<file path="src/rtl/alu_if.sv">
// Bus-side signal bundle of the CPU adder/subtractor: shared bus operand,
// load/operation controls and the registered result.
interface alu_if #(
    parameter int WIDTH = 16
);
    logic [WIDTH-1:0] buswires;
    logic             ain;
    logic             sub;
    logic             gin;
    logic [WIDTH-1:0] aluout;

    // master: the CPU control/bus side; slave: the ALU itself
    modport master (
        output buswires, ain, sub, gin,
        input  aluout
    );

    modport slave (
        input  buswires, ain, sub, gin,
        output aluout
    );
endinterface

</file>
<file path="src/rtl/alu.sv">
// Two-step adder/subtractor: register A captures the first operand from the
// bus, register G captures A +/- bus and drives aluout directly.
module alu #(
    parameter int WIDTH = 16
) (
    input logic   clock,
    input logic   reset,
    alu_if.slave  bus
);

    logic [WIDTH-1:0] a_reg;
    logic [WIDTH-1:0] g_reg;
    logic [WIDTH-1:0] g_next;

    // Uses the pre-edge A, so a same-cycle ain/gin pair computes with the old A.
    always_comb begin
        g_next = a_reg + bus.buswires;
        if (bus.sub) begin
            g_next = a_reg - bus.buswires;
        end
    end

    always_ff @(posedge clock or posedge reset) begin
        if (reset) begin
            a_reg <= '0;
            g_reg <= '0;
        end else begin
            if (bus.ain) begin
                a_reg <= bus.buswires;
            end
            if (bus.gin) begin
                g_reg <= g_next;
            end
        end
    end

    assign bus.aluout = g_reg;

endmodule

</file>
<file path="src/flat_wrapper.sv">
// flat-port wrapper written by rule: the top's interface ports become plain ports
module alu_flat 
#(
    parameter int WIDTH = 16
)
  (clock, reset, bus_buswires, bus_ain, bus_sub, bus_gin, bus_aluout);
  alu_if #(.WIDTH(WIDTH)) bus_i ();
  input logic clock;
  input logic reset;
  input wire logic [$bits(bus_i.buswires)-1:0] bus_buswires;
  input wire logic [$bits(bus_i.ain)-1:0] bus_ain;
  input wire logic [$bits(bus_i.sub)-1:0] bus_sub;
  input wire logic [$bits(bus_i.gin)-1:0] bus_gin;
  output wire logic [$bits(bus_i.aluout)-1:0] bus_aluout;
  assign bus_i.buswires = bus_buswires;
  assign bus_i.ain = bus_ain;
  assign bus_i.sub = bus_sub;
  assign bus_i.gin = bus_gin;
  assign bus_aluout = bus_i.aluout;
  alu #(.WIDTH(WIDTH)) u_core (.clock(clock), .reset(reset), .bus(bus_i));
endmodule
</file>
<file path="config.mk">
export PLATFORM = sky130hd
export DESIGN_NAME = alu_flat
export DESIGN_NICKNAME = d
export VERILOG_FILES = /design/src/rtl/alu_if.sv /design/src/rtl/alu.sv /design/src/flat_wrapper.sv
export SDC_FILE = /design/constraint.sdc
export NUM_CORES = 1
export LEC_CHECK = 0
export CELL_PAD_IN_SITES_DETAIL_PLACEMENT = 0
export CELL_PAD_IN_SITES_GLOBAL_PLACEMENT = 2
export CORE_MARGIN = 5
export CORE_UTILIZATION = 40
export DETAILED_ROUTE_END_ITERATION = 6
export DONT_BUFFER_PORTS = 1
export PLACE_DENSITY_LB_ADDON = 0.08
export SYNTH_ARGS = -nofsm -noshare
export SYNTH_HDL_FRONTEND = slang
export SYNTH_SLANG_ARGS = --single-unit
</file>
<file path="constraint.sdc">
create_clock -name clock -period 2.2 [get_ports clock]
set_input_delay 0.66 -clock clock [delete_from_list [all_inputs] [get_ports clock]]
set_output_delay 0.66 -clock clock [all_outputs]
set_load 0.02 [all_outputs]
</file>
Yosys cells after proc, flatten, opt, wreduce, memory -nomap -nowiden. Cells that the tools add are included.

Flip-flop bits (word level): 32. Input bits: 21. Output and inout port bits: 16. Word-level logic and storage cells: 5.

Add/sub/neg operators: 2. Mux-type cells: 1.

Operator list (number): $add 16x16->16 (1); $mux 16 (1); $sub 16x16->16 (1).

Logic depth before layout (Yosys ltp).
Word-level depth: 2. Gate-level depth with buffers: 14. Gate-level depth less buffers: 13.

Worst setup path before layout. No wires, ideal clock.

Path type: input-to-reg. Start: input port bus_buswires[5]. End: register u_core.g_reg[15] (netlist: u_core.bus.aluout[15]). Library setup time: 82 ps. Data arrival time: 3199 ps. Data required time: 2118 ps. Path slack: -1081 ps. Stages: 11. Path buffers: 0. Cell sequence: or4_4 nor4_4 nor2_1 xnor2_1 ha_1 and3_1 o21ai_0 a21oi_1 or4_1 a21o_2 a31oi_1.

Word-level cells in the longest chain between the ends: 2. Elaborated cells on any way between the ends: 3. Classes of those cells: add/sub (2); mux (1).

Ends and longest elaborated chain: from (decl) (RTL line flat_wrapper.sv:10) `input wire logic [$bits(bus_i.buswires)-1:0] bus_buswires;`; $add 16x16->16 / $sub 16x16->16 (equally long branches) (RTL line alu.sv:17, alu.sv:19); $mux 16 (*) (RTL line alu.sv:18) `if (bus.sub) begin`; to (signal assigned) (RTL line alu.sv:32) `g_reg <= g_next;`; to (decl) (RTL line alu.sv:12) `logic [WIDTH-1:0] g_reg;`.

Every way passes the cells marked *; elsewhere a longest branch is shown, timed or not. A chain may end at the register's enable or synchronous reset.

Worst setup path in the final report. Same ends and word-level chain as after synthesis.

==> reports/results.ini <==
[hold_path]
hold_path_class=input pin to asynchronous set/reset pin

[die]
die_y_um=85.6
start_util_pct=41.3
io_pins=37
std_cell_rows=27
design.die.area_um2=7330
chipWidth_um=85.6
core-area_um2=5540

[pwr]
power_density_nw_per_um2=792
ir_drop_mv=0.332
power_leakage_uw=0.00134
clockPowerShare_pct=16.9
switching_share_pct=36.7
p_int_uw=1500
p_sw_uw=872
total_power_uw=2370
seq_power_share_pct=41.6
pwr-share-comb_pct=41.5

[sta]
max_freq_mhz=344
post-route-min-period_ps=2910
post-route-period-util_pct=132
slew_violations=0
rsz0062_at_grt=yes
hold_viol=0
finalSetupViolCount=11
worst_slack_ps=-708
clock_skew_ps=8.05
worstMarginPinSlew_ps=569
slew_headroom_pct=62.0

[global_route]
grt_pass1_wl_um=9020
antenna_found_initial=0
grt.overflow.total=0
grt_max_degree=20
grt_use_total_pct=15.3
grt_pass1_vias=1863

[route]
postRouteAntennaNets=0
vias=1842
drt-vias-per-instance=5.19
drc=0
drt_iter0_markers=90
first_pass_iters=4
avgRoutedWirePerCell_um=15.2
totalWireLength_um=5410

[critical_path]
cp.arrival_ps=3110
cp-start-kind=input pin
endpoint=u_core.bus.aluout[15]$_DFFE_PP0P_
critPathBufInv=0
path_delay_family=simple AND/OR/NAND/NOR gates
worstReg2RegStart=u_core.a_reg[4]$_DFFE_PP0P_
cp_common_cell=or4_4
critical_path_class=input pin to register
path_depth=11
cp_max_fo=6
crit_start=bus_buswires[5]
rrSetupSlack_ps=30
r2r_end=u_core.bus.aluout[15]$_DFFE_PP0P_
path_cells=or4_4 > nor4_4 > nor2_1 > xnor2_1 > ha_1 > and3_4 > o21ai_2 > a21oi_2 > or4_4 > a21o_2 > a31oi_1
critical_path_required_ps=2400
critPathMaxStageDelay_ps=540
worstRegToRegCells=7
cpMaxStageDelayCell=or4_4
endpoint_kind=register

[clock_network]
clkLatencyLatePin_ps=280
clk_pin_slew_ps=60
cts-root-buf=clkbuf_8
cts_tree=done
clockBufferDepth=2
ctsHoldBuffers=0
clock_sinks=32
cts_buffers=5
htree_levels=2

[flow_run]
max_cap_violations=0

[cells_and_area]
syn_to_final_growth_pct=31.0
finalInstanceArea_um2=3000
final_core_util_pct=54.1
mostFrequentLayoutCells=44 x buf_4, 32 x dfrtp_1, 22 x xnor2_1, 22 x nor2_1, 19 x mux2_2
layout_commonest_cell=buf_4
final_nets=323
layout-drive-gt1-share_pct=41.3
instances_no_fill=355
num_antenna_cells=0

[place]
gp_congestion=0.820
hpwl_um=4290
port_buffers=0
placed_cells_incl_taps=343
dpl_cell_area_um2=2720
dpl_worst_slack_ps=-1180

[yosys]
syn-num-nets=275
synth-warning-count=0
synth_sequential_area_ratio_pct=35.0
ys_ff_latch=32
synth.avg_cell_area_um2=9.65
synth_area_um2=2290
synthesis.instances=237
synth_cell_types=40

[status]
violations=setup timing
status=finished with violations

## worst min-delay path by stage
stage,depth (start not counted),to
after floorplan,1,u_core.a_reg[9]$_DFFE_PP0P_
after global placement,1,u_core.a_reg[5]$_DFFE_PP0P_
after detailed placement,1,u_core.a_reg[14]$_DFFE_PP0P_
after CTS,1,u_core.bus.aluout[2]$_DFFE_PP0P_
after global routing,1,u_core.bus.aluout[2]$_DFFE_PP0P_
final,1,u_core.bus.aluout[2]$_DFFE_PP0P_
## Yosys cell counts (all sizes together)
cell	n	area share (%)
a21oi	22	5.0
and3	2	0.55
ha	16	8.8
buf	2	0.98
nand2	12	2.0
a211o	1	0.38
mux2	25	12
a21boi	1	0.33
a21o	8	2.7
or4	3	1.2
clkbuf	7	1.1
nand3	7	1.5
fa	1	0.88
nor2b	1	0.27
o21ai	6	1.3
o31ai	2	0.66
nor4	2	1.2
o21bai	1	0.33
nand2b	3	0.82
nor2	24	3.9
a31oi	5	1.4
xnor2	24	9.5
or3	1	0.33
inv	10	1.6
o211ai	2	0.66
nand3b	1	0.33
xor2	2	0.77
nand4	3	0.82
o21a	3	0.98
dfrtp	32	35
nor3	6	1.5
mux2i	1	0.44
a311oi	1	0.38
## cells by family after synthesis
kind of cell	count (synthesis)	share of synthesized area, %
AOI/OAI and AO/OA	52	14.1
xor gates and xnor gates	26	10.3
adders and majority gates	17	9.63
buffers and inverters	19	3.77
DFF	32	35.0
muxes	26	12.7
and+or+nand+nor	65	14.5
## layer usage
metal  vias to the layer above  global-route usage [%]  routed length [um]
li1                        932                       -                   -
met1                       867                    21.5                2650
met2                        39                    22.7                2400
met3                         4                    4.71                 325
met4                         0                    3.88                  29
met5                         -                       0                   0
## final cells by class
type / count / area, um^2
fillers: 518 / 2540
multi-input cells: 186 / 1580
flip-flops and latches: 32 / 801
repair buffers: 50 / 415
well taps: 72 / 90.1
clock buffers: 5 / 68.8
inverters: 10 / 37.5
## power groups by stage
stage | clock network, uW | registers (uW) | logic, uW
after floorplan | 0 | 963 | 610
after global placement | 0 | 993 | 845
after detailed placement | 0 | 1000 | 857
after CTS | 415 | 992 | 906
after global routing | 442 | 1010 | 1080
final | 402 | 987 | 985
## timing repair
action                                  4_1_cts  5_1_grt
pin swaps                                    23       12
gates resized for setup                      12       20
setup buffers                                 5        4
endpoints found under the setup margin       10       11
hold endpoints to repair                      0        0
## metrics by stage
step,hold WS (ps),setup TNS [ps]
6_report,324,-5460
5_1_grt,369,-6580
4_1_cts,330,-5050
3_5_place_dp,504,-9510
3_3_place_gp,496,-9310
2_1_floorplan,485,-7270
Note: power is estimated with default switching activity, not from simulation.
